[config.mk]
export PLATFORM = sky130hd
export DESIGN_NAME = adder_64
export DESIGN_NICKNAME = d
export VERILOG_FILES = /design/src/rtl/adder_64.sv
export SDC_FILE = /design/constraint.sdc
export NUM_CORES = 1
export LEC_CHECK = 0
export ABC_AREA = 1
export BUFFER_PORTS_ARGS = -buffer_cell sky130_fd_sc_hd__buf_2
export CAP_MARGIN = 20
export CORE_MARGIN = 3
export CORE_UTILIZATION = 42
export CTS_CLUSTER_SIZE = 16
export DETAILED_ROUTE_END_ITERATION = 8
export PLACE_DENSITY = 0.76
export SLEW_MARGIN = 20
export SYNTH_ARGS = -nofsm -noshare
export SYNTH_HDL_FRONTEND = slang
export SYNTH_SLANG_ARGS = --single-unit
[constraint.sdc]
create_clock -name clk -period 3.7 [get_ports clk]
set_input_delay 0.74 -clock clk [delete_from_list [all_inputs] [get_ports clk]]
set_output_delay 0.74 -clock clk [all_outputs]
set_load 0.03 [all_outputs]
[src/rtl/adder_64.sv]
// Unsigned WIDTH-bit adder with a full WIDTH+1-bit sum, built on a three-level
// carry-lookahead tree (bit -> group -> block), plus a registered copy of the result.
module adder_64 #(
  parameter int WIDTH = 64,
  parameter int GROUP = 4
) (
  input  logic             clk,
  input  logic             rst_n,
  input  logic [WIDTH-1:0] A,
  input  logic [WIDTH-1:0] B,
  output logic [WIDTH:0]   SUM,
  output logic [WIDTH:0]   SUM_Q,
  output logic             COUT_Q
);

  // The tree is three levels deep, so WIDTH must equal GROUP**3 (64 = 4*4*4).
  localparam int NG = WIDTH / GROUP;
  localparam int NB = NG / GROUP;

  // Carry out of each position i of a GROUP-wide slice, in sum-of-products form.
  function automatic logic [GROUP-1:0] lookahead(input logic [GROUP-1:0] gv,
                                                 input logic [GROUP-1:0] pv,
                                                 input logic             cin);
    logic [GROUP-1:0] co;
    logic             acc;
    logic             term;
    co = '0;
    for (int i = 0; i < GROUP; i++) begin
      acc = 1'b0;
      for (int j = 0; j <= i; j++) begin
        term = gv[j];
        for (int k = j + 1; k <= i; k++) term = term & pv[k];
        acc = acc | term;
      end
      term = cin;
      for (int k = 0; k <= i; k++) term = term & pv[k];
      co[i] = acc | term;
    end
    return co;
  endfunction

  // Slice generate: the slice produces a carry-out with zero carry-in.
  function automatic logic group_gen(input logic [GROUP-1:0] gv,
                                     input logic [GROUP-1:0] pv);
    logic acc;
    logic term;
    acc = 1'b0;
    for (int j = 0; j < GROUP; j++) begin
      term = gv[j];
      for (int k = j + 1; k < GROUP; k++) term = term & pv[k];
      acc = acc | term;
    end
    return acc;
  endfunction

  logic [WIDTH-1:0] g;
  logic [WIDTH-1:0] p;
  logic [NG-1:0]    grp_g;
  logic [NG-1:0]    grp_p;
  logic [NB-1:0]    blk_g;
  logic [NB-1:0]    blk_p;
  logic [NB:0]      blk_c;
  logic [NG:0]      grp_c;
  logic [WIDTH:0]   bit_c;

  // Each level's slice writes its own carries; the slice-base carry is then
  // overwritten by the faster value from the level above.
  always_comb begin
    g = A & B;
    p = A ^ B;

    for (int i = 0; i < NG; i++) begin
      grp_g[i] = group_gen(g[i*GROUP +: GROUP], p[i*GROUP +: GROUP]);
      grp_p[i] = &p[i*GROUP +: GROUP];
    end

    for (int b = 0; b < NB; b++) begin
      blk_g[b] = group_gen(grp_g[b*GROUP +: GROUP], grp_p[b*GROUP +: GROUP]);
      blk_p[b] = &grp_p[b*GROUP +: GROUP];
    end

    blk_c          = '0;
    blk_c[NB:1]    = lookahead(blk_g, blk_p, 1'b0);

    grp_c = '0;
    for (int b = 0; b < NB; b++) begin
      grp_c[b*GROUP+1 +: GROUP] = lookahead(grp_g[b*GROUP +: GROUP],
                                            grp_p[b*GROUP +: GROUP], blk_c[b]);
    end
    for (int b = 0; b <= NB; b++) grp_c[b*GROUP] = blk_c[b];

    bit_c = '0;
    for (int i = 0; i < NG; i++) begin
      bit_c[i*GROUP+1 +: GROUP] = lookahead(g[i*GROUP +: GROUP],
                                            p[i*GROUP +: GROUP], grp_c[i]);
    end
    for (int i = 0; i <= NG; i++) bit_c[i*GROUP] = grp_c[i];

    SUM = {bit_c[WIDTH], p ^ bit_c[WIDTH-1:0]};
  end

  always_ff @(posedge clk) begin
    if (!rst_n) begin
      SUM_Q  <= '0;
      COUT_Q <= 1'b0;
    end else begin
      SUM_Q  <= SUM;
      COUT_Q <= SUM[WIDTH];
    end
  end

endmodule

Word level (Yosys, flattened, before mapping)
Index checks and enable logic that the tools add are counted.

Input bits: 130. Word-level logic and storage cells: 383. Register bits: 66. Output and inout bits: 131.

Bitwise operators: 363. Reductions and logical operators: 18.

Operators by type and width (count): 1-bit bitwise AND (180); 1-bit OR (180); 64-bit XOR (2); 64-bit bitwise AND (1); 4-bit AND reduction (15); 16-bit AND reduction (3).

Depth between registers and ports, before layout
Depth after elaboration: 26. Mapped depth: 20. Depth with buffers taken out: 20.

Worst setup path after synthesis
Ideal clock, no wire load.

Path type: input-to-output. From: input port A[1]. To: output port SUM[43]. Arrival: 3.227 ns. Stages on the path: 15. Path buffers: 0. Data required time: 2.960 ns. Path slack: -0.267 ns. Cell sequence: ha_1 ha_1 nand3_1 nand4_1 nand4_2 nand4_4 nand2_2 nand2_2 nand2_2 nor2_2 or2_1 ha_1 a21o_1 a21o_1 xor2_1.

Longest elaborated chain between the ends: 23. Elaborated cells between the ends (all ways): 26. Those cells by class: bitwise (26).

RTL lines: start, declared (RTL line 9) `input logic [WIDTH-1:0] A,`; 64-bit XOR (RTL line 70) `p = A ^ B;`; 1-bit bitwise AND (3 in series); 1-bit OR (*) (3 in series); 1-bit bitwise AND (*) (3 in series); 1-bit OR (*) (3 in series); 1-bit bitwise AND (*) (RTL line 32) `for (int k = j + 1; k <= i; k++) term = term & pv[k];`; 1-bit OR (*) (RTL line 33) `acc = acc | term;`; 1-bit bitwise AND (*) (2 in series); 1-bit OR (*) (RTL line 37) `co[i] = acc | term;`; 1-bit bitwise AND (*) (2 in series); 1-bit bitwise AND (*) (RTL line 36) `for (int k = 0; k <= i; k++) term = term & pv[k];`; 1-bit OR (*) (RTL line 37); 64-bit XOR (*) (RTL line 99) `SUM = {bit_c[WIDTH], p ^ bit_c[WIDTH-1:0]};`; end, declared (RTL line 11) `output logic [WIDTH:0] SUM,`.

Mark *: on every way between the ends. The rest lies on a longest branch, timed or not.

Worst setup path after layout
From: input port B[27]. To: output port SUM[47].

Longest elaborated chain between the ends: 18. Elaborated cells between the ends (all ways): 29. Those cells by class: bitwise (27); reduce/logical (2).

RTL lines: start, declared (RTL line 10) `input logic [WIDTH-1:0] B,`; 64-bit XOR (RTL line 70); 1-bit bitwise AND, on equally long branches; 1-bit OR (3 in series) (RTL line 51) `acc = acc | term;`; 1-bit bitwise AND; 1-bit OR (2 in series); 1-bit OR (*) (RTL line 33); 1-bit bitwise AND (*) (3 in series); 1-bit OR (*) (RTL line 37); 1-bit bitwise AND (*); 1-bit bitwise AND (*) (2 in series) (RTL line 36); 1-bit OR (*) (RTL line 37); 64-bit XOR (*) (RTL line 99).

Marked as above.

==> flow_summary_export.csv <==
group,metric,value,unit
outcome,run_status,"finished, violations left",
outcome,violations,"setup timing",
die,chipWidth,114,um
setup_path,endpoint_kind,"primary output",
synthesis,ys_ff_latch,65,
sta,setup_ws,-0.227,ns
setup_path,cp-startpoint,"B[27]",
pwr,power_density,409,nW/um^2
place,gp_congestion,0.805,
die,die_h,114,um
grt,grt_start_max_net_pins,48,
cells_and_area,area_growth,83.7,%
setup_path,cp_max_fo,3,
die,row_count,38,
sta,rsz0062_at_grt,"true",
route,drt_iter0_drc,305,
route,avgRoutedWirePerCell,18.0,um
route,wl,20700,um
place,place_area,7120,um^2
place,dp_cells,1099,
cells_and_area,final_area,8950,um^2
sta,tightest_slew,0.995,ns
synthesis,ys_types,34,
place,dp_hpwl,12100,um
cells_and_area,mostFrequentLayoutCells,"212 x buf_2, 132 x buf_4, 95 x inv_1",
cts,cts_tree,"done",
pwr,p_leak,5.01,nW
cts,cts_sinks,65,
synthesis,synth_area,4880,um^2
synthesis,yosysWarningCount,0,
die,core,11100,um^2
cells_and_area,stdcell_count,1153,
die,start_util,0.440,
grt,grt_pass1_wl,26500,um
min_path,min_from,"B[0]",
sta,setup_viol,35,
min_path,hp-class,"in -> reg",
synthesis,synth_fp_nets,839,
route,routed_via_density,5.01,
die,io_pins,261,
pwr,vdd_drop_max,303,uV
synthesis,netlist_instances,613,
synthesis,avgSynthCellArea,7.95,um^2
setup_path,arrival,3.19,ns
grt,grt_pass1_vias,5735,
cts,cts_hold_buffers,0,
place,io_buffers,260,
sta,max_freq,255,MHz
cts,cts_buffers,9,
cts,htreeDepth,3,
sta,slew_viol_final,0,
route,dr.pass1.iters,4,
cells_and_area,final_common_cell,"buf_2",
cells_and_area,fillers,617,
grt,antenna_found_initial,1,
route,via_count,5780,
grt,track_usage,0.259,
setup_path,cp-endpoint,"SUM[47]",
setup_path,crit_path_start_kind,"primary input",
sta,period_needed,3.93,ns
route,ant_nets,0,
cells_and_area,multi_input_area,4260,um^2
cts,cts_root_buffer,"clkbuf_16",
grt,gr-total-overflow,0,
cells_and_area,nNetsFinal,1233,
place,dpl_worst_slack,-0.374,ns
route,drc,0,
sta,fin_crit_sh,1.06,
job,cap_violations,0,
pwr,power,0.00366,W
sta,fin_hold_ws,0.737,ns
setup_path,path_class,"in -> out",
cells_and_area,regArea,1300,um^2
cts,clk_path_buf_depth,2,
synthesis,yosysSeqAreaShare,0.267,
cts,clk_pin_slew_worst_paths,0.05,ns
sta,finalHoldViolCount,0,
cells_and_area,drive_above_1_share,0.577,
setup_path,critPathRequiredTime,2.96,ns
sta,slew_headroom,0.336,
die,dieArea,12900,um^2
## kinds of logic (layout without fill, tap and decap cells)
group                    after synthesis  after routing  share of synthesized area
AO/OA/AOI/OAI                         67             67                     0.0888
XOR/XNOR                              29             29                     0.0521
adder cells (fa/ha/maj)               96             96                      0.271
buffers and inverters                108            507                     0.0847
flip-flops                            65             65                      0.267
other                                  0              1                          0
AND/OR/NAND/NOR                      248            248                      0.237
## metal layers
metal,global-route usage,wire (um),vias up
li1,-,-,2707
met1,0.255,6720,2712
met2,0.510,11600,274
met3,0.0568,1340,87
met4,0.111,1050,0
met5,0,0,-
## per-stage QoR
| step | setup TNS [ns] | utilization |
|---|---|---|
| after global routing | -7.86 | 0.808 |
| final | -3.55 | 0.808 |
| after floorplan | -0.265 | - |
| after CTS | -0.931 | 0.745 |
| after detailed placement | -7.94 | 0.643 |
| after global placement | -6.93 | 0.643 |
## state kept, by name, summed over array words and instances, names as in the netlist
register / cells
COUT_Q: 1
SUM_Q: 64
## synthesized netlist by cell type, drive strengths merged
| cell type | n | area (um^2) |
|---|---|---|
| a21oi | 30 | 158 |
| dfxtp | 65 | 1300 |
| fa | 16 | 320 |
| o21ai | 3 | 18.8 |
| clkbuf | 4 | 15.0 |
| inv | 99 | 372 |
| a21o | 30 | 226 |
| ha | 80 | 1000 |
| or2 | 17 | 106 |
| o21bai | 3 | 22.5 |
| nand2 | 139 | 539 |
| nand4 | 11 | 90.1 |
| nor2 | 44 | 180 |
| nor3b | 2 | 15.0 |
| nand3b | 5 | 37.5 |
| nor3 | 2 | 20.0 |
| clkinv | 1 | 3.75 |
| nor4 | 1 | 12.5 |
| xor2 | 29 | 254 |
| nand3 | 25 | 140 |
| and2 | 2 | 12.5 |
| buf | 4 | 22.5 |
| a21boi | 1 | 7.51 |
## worst min-delay path by stage
stage	cells after the start	end	slack, ns
after floorplan	3	SUM_Q[12]$_SDFF_PN0_	1.06
after global placement	4	SUM_Q[0]$_SDFF_PN0_	1.07
after detailed placement	4	SUM_Q[0]$_SDFF_PN0_	1.06
after CTS	4	SUM_Q[0]$_SDFF_PN0_	0.73
after global routing	4	SUM_Q[0]$_SDFF_PN0_	0.75
final	4	SUM_Q[0]$_SDFF_PN0_	0.74
## where the power goes
| group | total (W) | switching (W) | internal (W) |
|---|---|---|---|
| combinational | 0.00206 | 0.00121 | 0.000846 |
| clock | 0.000779 | 0.000329 | 0.000449 |
| sequential | 0.000821 | 0.0000271 | 0.000794 |
## what timing repair did
action / in CTS / in global routing
pin swaps: 49 / 65
endpoints found under the setup margin: 48 / 48
setup buffers: 25 / 15
gates resized for setup: 138 / 135
## worst max-delay path: stages
cell      delay, ns
buf_4          0.13
ha_4           0.29
nand2_4        0.06
nor2_4         0.15
nand2_4        0.09
clkinv_2       0.06
nand3_1        0.09
nand4_1        0.20
inv_1          0.08
nand2_2        0.08
nand2_2        0.06
nor2_2         0.10
nand2_1        0.08
nand2_2        0.12
ha_4           0.16
nand2_2        0.05
nand3_2        0.08
a21o_1         0.17
xor2_2         0.22
buf_6          0.16
## area by class of cell
cell class / instances / area share
Clock buffer: 12 / 0.0264
Antenna cell: 1 / 0.000279
Sequential cell: 65 / 0.145
Inverter: 100 / 0.0421
Clock inverter: 4 / 0.00224
Tap cell: 140 / 0.0196
Timing Repair Buffer: 391 / 0.289
Multi-Input combinational cell: 440 / 0.475
(Power assumes the default switching activity.)
